==> src/rtl/trace_pkg.sv <==
// Shared trace-entry kind codes and entry layout for the PC trace monitor.
// Field widths are upper bounds; the monitor packs entries down to its own PC_W/DATA_W.
package trace_pkg;

  localparam logic [1:0] KIND_PC   = 2'b01;
  localparam logic [1:0] KIND_ST   = 2'b10;
  localparam logic [1:0] KIND_BOTH = 2'b11;

  localparam int TRACE_FIELD_MAX = 32;

  typedef struct packed {
    logic [1:0]                 kind;
    logic [TRACE_FIELD_MAX-1:0] pc;
    logic [TRACE_FIELD_MAX-1:0] addr;
    logic [TRACE_FIELD_MAX-1:0] data;
  } trace_entry_t;

endpackage

==> src/rtl/trace_fifo.sv <==
// First-word fall-through FIFO holding packed trace entries; DEPTH must be a power of two.
module trace_fifo #(
  parameter int WIDTH = 8,
  parameter int DEPTH = 16
) (
  input  logic                       clk,
  input  logic                       reset,
  input  logic                       push,
  input  logic                       pop,
  input  logic [WIDTH-1:0]           din,
  output logic [WIDTH-1:0]           dout,
  output logic                       full,
  output logic                       empty,
  output logic [$clog2(DEPTH):0]     count
);

  localparam int AW = $clog2(DEPTH);
  localparam logic [AW:0] FULL_CNT = (AW+1)'(DEPTH);

  logic [WIDTH-1:0] mem_r [DEPTH];
  logic [AW-1:0]    wr_ptr_r;
  logic [AW-1:0]    rd_ptr_r;
  logic [AW:0]      count_r;
  logic             push_ok_s;
  logic             pop_ok_s;

  assign full  = (count_r == FULL_CNT);
  assign empty = (count_r == {(AW+1){1'b0}});
  assign count = count_r;
  assign dout  = mem_r[rd_ptr_r];

  // A push into a full FIFO is only accepted when a pop frees a slot the same cycle.
  always_comb begin
    push_ok_s = 1'b0;
    pop_ok_s  = 1'b0;
    if (pop && !empty) begin
      pop_ok_s = 1'b1;
    end else begin
      pop_ok_s = 1'b0;
    end
    if (push && (!full || pop_ok_s)) begin
      push_ok_s = 1'b1;
    end else begin
      push_ok_s = 1'b0;
    end
  end

  // Entry storage, written at the tail.
  always_ff @(posedge clk) begin
    if (push_ok_s && !reset) begin
      mem_r[wr_ptr_r] <= din;
    end
  end

  // Pointers and occupancy; pointers wrap naturally since DEPTH is a power of two.
  always_ff @(posedge clk) begin
    if (reset) begin
      wr_ptr_r <= {AW{1'b0}};
      rd_ptr_r <= {AW{1'b0}};
      count_r  <= {(AW+1){1'b0}};
    end else begin
      if (push_ok_s) begin
        wr_ptr_r <= wr_ptr_r + {{(AW-1){1'b0}}, 1'b1};
      end
      if (pop_ok_s) begin
        rd_ptr_r <= rd_ptr_r + {{(AW-1){1'b0}}, 1'b1};
      end
      case ({push_ok_s, pop_ok_s})
        2'b10:   count_r <= count_r + {{AW{1'b0}}, 1'b1};
        2'b01:   count_r <= count_r - {{AW{1'b0}}, 1'b1};
        default: count_r <= count_r;
      endcase
    end
  end

endmodule

==> src/rtl/pc_trace_monitor.sv <==
// Observes a CPU's PC and stores, logging PC changes (and stores when PC_TRACE_STORE_EN
// is defined) into a trace FIFO, with overflow, halt detection and an instruction counter.
module pc_trace_monitor
  import trace_pkg::*;
#(
  parameter int PC_W        = 9,
  parameter int DATA_W      = 16,
  parameter int DEPTH       = 16,
  parameter int HALT_CYCLES = 32
) (
  input  logic                       clk,
  input  logic                       reset,
  input  logic [PC_W-1:0]            pc,
  input  logic                       pc_valid,
  input  logic                       mem_write,
  input  logic [DATA_W-1:0]          mem_addr,
  input  logic [DATA_W-1:0]          mem_wdata,
  input  logic                       rd_ready,
  input  logic                       clr_ovf,
  output logic                       rd_valid,
  output logic [1:0]                 rd_kind,
  output logic [PC_W-1:0]            rd_pc,
  output logic [DATA_W-1:0]          rd_addr,
  output logic [DATA_W-1:0]          rd_data,
  output logic [$clog2(DEPTH):0]     count,
  output logic                       overflow,
  output logic                       halted,
  output logic [15:0]                instr_count
);

  localparam int IDLE_W = $clog2(HALT_CYCLES + 1);
  localparam logic [IDLE_W-1:0] IDLE_MAX = IDLE_W'(HALT_CYCLES);
`ifdef PC_TRACE_STORE_EN
  localparam int ENTRY_W = 2 + PC_W + 2*DATA_W;
`else
  localparam int ENTRY_W = 1 + PC_W;
`endif

  logic [PC_W-1:0]    prev_pc_r;
  logic               prev_ok_r;
  logic               pc_chg_s;
  logic               store_ev_s;
  logic               push_s;
  logic               pop_s;
  logic               full_s;
  logic               empty_s;
  logic [1:0]         kind_s;
  trace_entry_t       push_entry_s;
  logic [ENTRY_W-1:0] fifo_din_s;
  logic [ENTRY_W-1:0] fifo_dout_s;
  logic [IDLE_W-1:0]  idle_r;
  logic               halted_r;
  logic               overflow_r;
  logic [15:0]        instr_count_r;
  logic               unused_s;

  assign pc_chg_s = pc_valid && prev_ok_r && (pc != prev_pc_r);
`ifdef PC_TRACE_STORE_EN
  assign store_ev_s = mem_write && pc_valid;
`else
  assign store_ev_s = 1'b0;
`endif
  assign push_s = pc_chg_s || store_ev_s;
  assign pop_s  = !empty_s && rd_ready;

  // Build the entry for this cycle's event; addr/data stay zero unless a store is logged.
  always_comb begin
    kind_s       = 2'b00;
    push_entry_s = '0;
    case ({store_ev_s, pc_chg_s})
      2'b01:   kind_s = KIND_PC;
      2'b10:   kind_s = KIND_ST;
      2'b11:   kind_s = KIND_BOTH;
      default: kind_s = 2'b00;
    endcase
    push_entry_s.kind = kind_s;
    push_entry_s.pc   = TRACE_FIELD_MAX'(pc);
    if (store_ev_s) begin
      push_entry_s.addr = TRACE_FIELD_MAX'(mem_addr);
      push_entry_s.data = TRACE_FIELD_MAX'(mem_wdata);
    end else begin
      push_entry_s.addr = '0;
      push_entry_s.data = '0;
    end
  end

`ifdef PC_TRACE_STORE_EN
  assign fifo_din_s = {push_entry_s.kind, push_entry_s.pc[PC_W-1:0],
                       push_entry_s.addr[DATA_W-1:0], push_entry_s.data[DATA_W-1:0]};
  assign rd_kind = fifo_dout_s[ENTRY_W-1 -: 2];
  assign rd_pc   = fifo_dout_s[2*DATA_W +: PC_W];
  assign rd_addr = fifo_dout_s[DATA_W +: DATA_W];
  assign rd_data = fifo_dout_s[0 +: DATA_W];
`else
  assign fifo_din_s = {push_entry_s.kind[0], push_entry_s.pc[PC_W-1:0]};
  assign rd_kind = {1'b0, fifo_dout_s[PC_W]};
  assign rd_pc   = fifo_dout_s[PC_W-1:0];
  assign rd_addr = {DATA_W{1'b0}};
  assign rd_data = {DATA_W{1'b0}};
`endif
  // Collects bits that are intentionally left unread (upper struct bits, disabled store inputs).
  assign unused_s = ^{mem_write, push_entry_s};

  trace_fifo #(
    .WIDTH (ENTRY_W),
    .DEPTH (DEPTH)
  ) u_fifo (
    .clk   (clk),
    .reset (reset),
    .push  (push_s),
    .pop   (pop_s),
    .din   (fifo_din_s),
    .dout  (fifo_dout_s),
    .full  (full_s),
    .empty (empty_s),
    .count (count)
  );

  // PC history, idle/halt tracking, instruction counter and sticky overflow.
  always_ff @(posedge clk) begin
    if (reset) begin
      prev_pc_r     <= {PC_W{1'b0}};
      prev_ok_r     <= 1'b0;
      idle_r        <= {IDLE_W{1'b0}};
      halted_r      <= 1'b0;
      overflow_r    <= 1'b0;
      instr_count_r <= 16'h0000;
    end else begin
      prev_pc_r <= pc;
      prev_ok_r <= pc_valid;
      halted_r  <= !pc_chg_s && (idle_r == IDLE_MAX);
      if (pc_chg_s) begin
        idle_r <= {IDLE_W{1'b0}};
      end else if (pc_valid && (idle_r != IDLE_MAX)) begin
        idle_r <= idle_r + {{(IDLE_W-1){1'b0}}, 1'b1};
      end
      if (pc_chg_s && (instr_count_r != 16'hFFFF)) begin
        instr_count_r <= instr_count_r + 16'h0001;
      end
      if (push_s && full_s && !pop_s) begin
        overflow_r <= 1'b1;
      end else if (clr_ovf) begin
        overflow_r <= 1'b0;
      end
    end
  end

  assign rd_valid    = !empty_s;
  assign overflow    = overflow_r;
  assign halted      = halted_r;
  assign instr_count = instr_count_r;

endmodule
==> config.mk <==
export PLATFORM = sky130hd
export DESIGN_NAME = pc_trace_monitor
export DESIGN_NICKNAME = d
export VERILOG_FILES = /design/src/rtl/trace_pkg.sv /design/src/rtl/trace_fifo.sv /design/src/rtl/pc_trace_monitor.sv
export SDC_FILE = /design/constraint.sdc
export NUM_CORES = 1
export LEC_CHECK = 0
export CORE_ASPECT_RATIO = 1.5
export CORE_MARGIN = 1.5
export CORE_UTILIZATION = 50
export DETAILED_ROUTE_END_ITERATION = 12
export PLACE_DENSITY = 0.73
export RECOVER_POWER = 50
export SLEW_MARGIN = 20
export SYNTH_ARGS = -nofsm -noshare
export SYNTH_HDL_FRONTEND = slang
export SYNTH_HIERARCHICAL = 1
export SYNTH_SLANG_ARGS = --single-unit
==> constraint.sdc <==
create_clock -name clk -period 3.8 [get_ports clk]
set_clock_uncertainty 0.05 [all_clocks]
set_input_delay 0.76 -clock clk [delete_from_list [all_inputs] [get_ports clk]]
set_output_delay 0.76 -clock clk [all_outputs]
set_load 0.03 [all_outputs]
==> results.sh, run 1 <==
export IMPL_run_status="finished with violations"
export IMPL_failed_checks="design-rule violations, max-capacitance violations, max-slew violations"
export IMPL_synth_ff_latch_count=211
export IMPL_worst_hold_startpoint="instr_count[10]"
export IMPL_cts_htree_levels=1
export IMPL_initial_utilization_pct=51.2
export IMPL_syn_inst=585
export IMPL_synth_cell_area_sq_um=8920
export IMPL_post_cts_resized_instances=0
export IMPL_first_pass_iters=9
export IMPL_grt_first_pass_wirelength_um=29100
export IMPL_shortest_period_the_worst_path_allows_ps=3570
export IMPL_grt_setup_unrepaired="no"
export IMPL_die_width_um=112
export IMPL_r2r_worst_path_depth=10
export IMPL_yosys_area_top_type_share_pct=53.8
export IMPL_timing_critical_path_arrival_ps=2760
export IMPL_postRouteWirelength_um=18700
export IMPL_register_to_register_setup_slack_ps=560
export IMPL_power_internal_uw=4070
export IMPL_insertedDiodeCount=0
export IMPL_clk_transition_reported_paths_ps=60
export IMPL_first_global_vias=5405
export IMPL_yosys_warnings=6
export IMPL_crit_path_end_kind="output port"
export IMPL_yosysSeqAreaShare_pct=65.3
export IMPL_cts_buffer_depth=3
export IMPL_synth_top_flop_cell="sky130_fd_sc_hd__edfxtp_1"
export IMPL_critical_path_start_type="flip-flop"
export IMPL_switchingPower_uw=1340
export IMPL_ioPinCount=114
export IMPL_hold_viol_final=0
export IMPL_max_slew_worst_pin_slew_ps=1590
export IMPL_gp_congestion=0.764
export IMPL_timing_rr_start="u_fifo/count[0]"
export IMPL_syn_area_per_cell_sq_um=15.3
export IMPL_vias_after_detailed_routing=5168
export IMPL_worst_path_dominant_cell_family="simple AND/OR/NAND/NOR gates"
export IMPL_row_count=59
export IMPL_power_uw=5410
export IMPL_power_share_clock_pct=38.1
export IMPL_numCtsBuffers=20
export IMPL_min_delay_path_depth=2
export IMPL_total_leakage_power_uw=0.00355
export IMPL_asyncSetResetFlopFracSynth_pct=0
export IMPL_gr_total_overflow=0
export IMPL_count_of_flip_flops_with_a_built_in_enable_after_synthesis=160
export IMPL_port_buffer_count=47
export IMPL_area_growth_from_synthesis_to_layout_pct=16.9
export IMPL_worstPathCellList="nor2b_1, a22oi_1, nand2_1, clkdlybuf4s50_1"
export IMPL_crit_fanout=10
export IMPL_period_share_pct=94.0
export IMPL_synthTopCellsByCount="sky130_fd_sc_hd__edfxtp_1, sky130_fd_sc_hd__dfxtp_1, sky130_fd_sc_hd__nor2_1"
export IMPL_die_height_um=167
export IMPL_placed_cells_incl_taps=865
export IMPL_seq_power_share_pct=47.1
export IMPL_r2r_end="u_fifo/count[4]"
export IMPL_crit_type="flip-flop to output port"
export IMPL_die_area_sq_um=18700
export IMPL_global_route_usage_total_pct=20.3
export IMPL_finalSetupTns_ps=0
export IMPL_setup_violations=0
export IMPL_cts_root_buf="sky130_fd_sc_hd__clkbuf_16"
export IMPL_initialDrtViolationCount=404
export IMPL_cts_hold_repair_buffers=0
export IMPL_finish_net_count=733
export IMPL_synth_cell_type_count=63
export IMPL_antenna_found_initial=0
export IMPL_slowest_stage="sky130_fd_sc_hd__nor2b_1"
export IMPL_wl_per_cell_um=20.8
export IMPL_dpl_cell_area_sq_um=9800
export IMPL_yosysTopAreaCell="sky130_fd_sc_hd__edfxtp_1"
export IMPL_timing_critical_path_required_ps=2990
export IMPL_comb_power_share_pct=14.8
export IMPL_tritoncts="done"
export IMPL_timing_max_cap_violations=1
export IMPL_netlist_top_cells_area="sky130_fd_sc_hd__edfxtp_1, sky130_fd_sc_hd__dfxtp_1, sky130_fd_sc_hd__mux4_2, sky130_fd_sc_hd__buf_4, sky130_fd_sc_hd__nor2_1"
export IMPL_slowest_delay_ps=730
export IMPL_cp_buffers_inverters=1
export IMPL_postCtsSetupRepairBufs=0
export IMPL_drive_gt1_share_pct=18.5
export IMPL_remaining_drc_errors=5
export IMPL_layoutNonFillerInstCount=901
export IMPL_p_per_area_nw_per_um2=519
export IMPL_highest_clock_rate_ghz=0.280
export IMPL_clock_insertion_delay_worst_skew_ps=510
export IMPL_final_cell_area_sq_um=10400
export IMPL_maxSlewHeadroom_pct=-6.16
export IMPL_drt_antenna_violating_nets=0
export IMPL_yosysMostFrequentCell="sky130_fd_sc_hd__edfxtp_1"
export IMPL_irDropWorstVdd_mv=0.360
export IMPL_swShare_pct=24.7
export IMPL_clock_sinks=211
export IMPL_hold_path_class="flip-flop to flip-flop"
export IMPL_maximum_number_of_pins_on_one_net_before_global_route_repair=41
export IMPL_dp_hpwl_um=12400
export IMPL_viasPerCell=5.74
export IMPL_placeableCoreArea_sq_um=17400
export IMPL_min_to="instr_count[10]"
export IMPL_slew_violations=38
-- worst max path at each step --
stage	from	end	slack, ps	cells after the start
after floorplan	pc[8]	u_fifo/count[4]	40	14
after detailed placement	pc[5]	u_fifo/count[4]	-130	14
final	flip-flop	rd_pc[8]	230	4
after global routing	pc[6]	u_fifo/count[4]	60	13
after CTS	flip-flop	rd_pc[7]	200	5
after global placement	pc[5]	u_fifo/count[4]	-40	14
-- layout make-up --
cell class | instances | area, sq um
fillers | 1318 | 6990
flip-flops and latches | 211 | 5830
multi-input cells | 333 | 2810
repair buffers | 93 | 790
clock buffers | 25 | 539
well taps | 213 | 267
clock inverters | 11 | 146
inverters | 15 | 56.3
-- logic make-up after synthesis --
logic type               Yosys count  share of synthesized area (%)
AO/OA/AOI/OAI                     63                           5.05
adder cells (fa/ha/maj)           12                           1.77
buffers and inverters             73                           4.75
AND/OR/NAND/NOR                  154                           9.58
XOR/XNOR                          20                           1.96
multiplexers                      51                           11.6
flip-flops                       211                           65.3
other                              1                         0.0420
-- power by group through the flow --
stage	logic [uW]	registers (uW)	clock network, uW
CTS	818	2550	2100
floorplan	589	2610	0
finish	803	2550	2060
global placement	791	2600	0
global route	865	2550	2180
detailed placement	815	2600	0
-- registers in the layout (all words and copies together) (netlist names), named ones only --
name	cells
prev_ok_r	1
u_fifo/rd_ptr_r	4
instr_count	16
overflow	1
u_fifo/count	5
u_fifo/mem_r	160
u_fifo/wr_ptr_r	4
idle_r	6
halted	1
prev_pc_r	9
-- metal layers --
metal  track usage, %  part of all wire [%]  up-vias
li1                 -                     -     2346
met4             7.10                   2.4        0
met1             23.7                    38     2605
met2             38.1                    55      181
met5                0                     0        -
met3             2.44                   5.0       36
-- cell usage in the layout (no fill, tap or decap), drive strengths merged, types with 16 or more instances in the layout --
cell type	instances
clkdlybuf4s50	32
a22oi	20
nor2	48
edfxtp	160
dfxtp	51
mux4	40
conb	33
nand2	22
inv	16
nor2b	21
buf	34
clkbuf	38
-- worst min-delay path, cell delays in order, from the launching register on --
cell	delay (ps)
sky130_fd_sc_hd__dfxtp_1	330
sky130_fd_sc_hd__o31ai_1	70
sky130_fd_sc_hd__a21oi_1	60
-- stage by stage --
stage          hold slack, ps  util, %  worst slack [ps]
2_1_floorplan             385        -              35.7
3_3_place_gp              415     56.2             -37.5
3_5_place_dp              440     56.2              -126
4_1_cts                   452     60.2               203
5_1_grt                   472     59.9              60.9
6_report                  455     59.9               229
Note: power is estimated with default switching activity, not from simulation.
==> inputs of run 2 (changes only) <==
--- a/config.mk
+++ b/config.mk
@@ -7,9 +7,9 @@
 export LEC_CHECK = 0
 export CORE_ASPECT_RATIO = 1.5
 export CORE_MARGIN = 1.5
-export CORE_UTILIZATION = 50
+export CORE_UTILIZATION = 30
 export DETAILED_ROUTE_END_ITERATION = 12
-export PLACE_DENSITY = 0.73
+export PLACE_DENSITY = 0.47
 export RECOVER_POWER = 50
 export SLEW_MARGIN = 20
 export SYNTH_ARGS = -nofsm -noshare
==> run 2 against run 1 <==
  * The flow now finishes without violations
  * Critical path type unchanged
  * Highest routed layer unchanged
  * Wire length up 2.4%
  * Final cell count up 20%
  * Sequential share of layout area down 1.3 points
==> results.sh, run 2 (synthesized netlist as in run 1, its figures left out) <==
export IMPL_final_setup_worst_slack_ps=217
export IMPL_cp_buffers_inverters=2
export IMPL_crit_path_end_kind="output port"
export IMPL_initialDrtViolationCount=195
export IMPL_cts_buffer_depth=3
export IMPL_most_common_layout_cells="sky130_fd_sc_hd__edfxtp_1, sky130_fd_sc_hd__dfxtp_1, sky130_fd_sc_hd__nor2_1"
export IMPL_highest_clock_rate_ghz=0.279
export IMPL_worst_path_dominant_cell_family="buffers and inverters"
export IMPL_clock_insertion_delay_worst_skew_ps=510
export IMPL_largest_register_ff_count=160
export IMPL_hold_path_class="flip-flop to flip-flop"
export IMPL_die_height_um=214
export IMPL_maximum_number_of_pins_on_one_net_before_global_route_repair=41
export IMPL_die_area_sq_um=30800
export IMPL_clk_transition_reported_paths_ps=60
export IMPL_tritoncts="done"
export IMPL_placeableCoreArea_sq_um=29400
export IMPL_total_leakage_power_uw=0.00354
export IMPL_period_share_pct=94.3
export IMPL_postRouteWirelength_um=19200
export IMPL_insertedDiodeCount=0
export IMPL_clock_sinks=211
export IMPL_grt_first_pass_wirelength_um=29900
export IMPL_die_width_um=144
export IMPL_dpl_cell_area_sq_um=10100
export IMPL_slowest_stage="sky130_fd_sc_hd__clkdlybuf4s50_1"
export IMPL_power_uw=5400
export IMPL_global_route_usage_total_pct=12.7
export IMPL_postCtsSetupRepairBufs=0
export IMPL_wl_per_cell_um=17.7
export IMPL_port_buffer_count=47
export IMPL_gr_total_overflow=0
export IMPL_post_cts_resized_instances=0
export IMPL_cts_root_buf="sky130_fd_sc_hd__clkbuf_16"
export IMPL_timing_critical_path_arrival_ps=2770
export IMPL_cts_htree_levels=1
export IMPL_final_cell_area_sq_um=10700
export IMPL_numCtsBuffers=22
export IMPL_irDropWorstVdd_mv=0.325
export IMPL_first_pass_iters=5
export IMPL_maxSlewHeadroom_pct=4.16
export IMPL_timing_max_cap_violations=0
export IMPL_final_common_cell="sky130_fd_sc_hd__edfxtp_1"
export IMPL_critical_path_start_type="flip-flop"
export IMPL_register_to_register_setup_slack_ps=600
export IMPL_slew_violations=0
export IMPL_worstPathCellList="buf_12, mux4_2, a22oi_1, nand2_1, clkdlybuf4s50_1"
export IMPL_viasPerCell=4.59
export IMPL_timing_rr_start="u_fifo/count[0]"
export IMPL_row_count=77
export IMPL_grt_setup_unrepaired="no"
export IMPL_cts_hold_repair_buffers=0
export IMPL_regMostFlops="u_fifo/mem_r"
export IMPL_slowest_delay_ps=620
export IMPL_setup_violations=0
export IMPL_utilization_pct=36.3
export IMPL_shortest_period_the_worst_path_allows_ps=3580
export IMPL_initial_utilization_pct=30.4
export IMPL_crit_type="flip-flop to output port"
export IMPL_hold_viol_final=0
export IMPL_timing_critical_path_required_ps=2990
export IMPL_r2r_end="u_fifo/count[4]"
export IMPL_crit_fanout=40
export IMPL_run_status="finished clean"
export IMPL_remaining_drc_errors=0
export IMPL_ioPinCount=114
export IMPL_place_ws_ps=-159
export IMPL_drt_antenna_violating_nets=0
export IMPL_p_per_area_nw_per_um2=506
export IMPL_vias_after_detailed_routing=4979
export IMPL_max_slew_worst_pin_slew_ps=1440
export IMPL_finish_net_count=734
export IMPL_first_global_vias=5194
export IMPL_r2r_worst_path_depth=10
export IMPL_min_to="halted"
export IMPL_min_delay_path_depth=2
export IMPL_gp_congestion=0.741
export IMPL_dp_hpwl_um=12700
export IMPL_worst_hold_startpoint="idle_r[5]"
export IMPL_drive_gt1_share_pct=17.3
export IMPL_antenna_found_initial=0
export IMPL_area_growth_from_synthesis_to_layout_pct=19.6
[run 2: changes by cell type in the layout (fill, tap and decap cells not counted), moves of 3 or more]
cell	before	now
sky130_fd_sc_hd__clkbuf_1	16	19
sky130_fd_sc_hd__clkbuf_16	20	23
sky130_fd_sc_hd__clkinv_1	1	6
sky130_fd_sc_hd__clkinv_2	4	0
sky130_fd_sc_hd__buf_12	2	5
sky130_fd_sc_hd__buf_4	32	28
[run 2: worst max path at each step]
| stage | start | endpoint | cells past startpoint |
|---|---|---|---|
| 3_5_place_dp | pc[3] | u_fifo/count[4] | 13 |
| 5_1_grt | pc[4] | u_fifo/mem_r[1][6] | 12 |
| 2_1_floorplan | pc[8] | u_fifo/count[4] | 14 |
| 6_report | flip-flop | rd_pc[2] | 5 |
| 3_3_place_gp | pc[1] | u_fifo/count[4] | 14 |
| 4_1_cts | flip-flop | rd_pc[2] | 5 |
[run 2: worst min-delay path, stage by stage, from the launching register on]
cell                      delay [ps]
sky130_fd_sc_hd__dfxtp_1         330
sky130_fd_sc_hd__nand2_1          60
sky130_fd_sc_hd__nor2_1           30
[run 2: stage by stage]
stage                     hold slack [ps]  TNS [ps]  cells
after CTS                             415         0   1084
after detailed placement              407      -159   1046
after global routing                  439         0   1084
after floorplan                       385         0    617
final                                 409         0   1084
after global placement                409      -153   1046
[run 2: final cells by class]
| type | instances | area [sq um] |
|---|---|---|
| clock buffers | 29 | 598 |
| repair buffers | 92 | 820 |
| multi-input cells | 333 | 2810 |
| clock inverters | 9 | 72.6 |
| fillers | 2823 | 18700 |
| flip-flops and latches | 211 | 5830 |
| inverters | 15 | 56.3 |
| well taps | 395 | 494 |
[run 2: metal layers]
metal / global-route usage (%) / routed length (um) / up-vias
li1: - / - / 2345
met1: 15.5 / 7810 / 2507
met2: 22.7 / 10200 / 104
met3: 1.79 / 763 / 23
met4: 4.22 / 392 / 0
met5: 0 / 0 / -
[run 2: where the power goes]
part	switching (uW)	internal [uW]
logic	456	345
clock network	871	1170
registers	40.5	2510
total	1370	4030
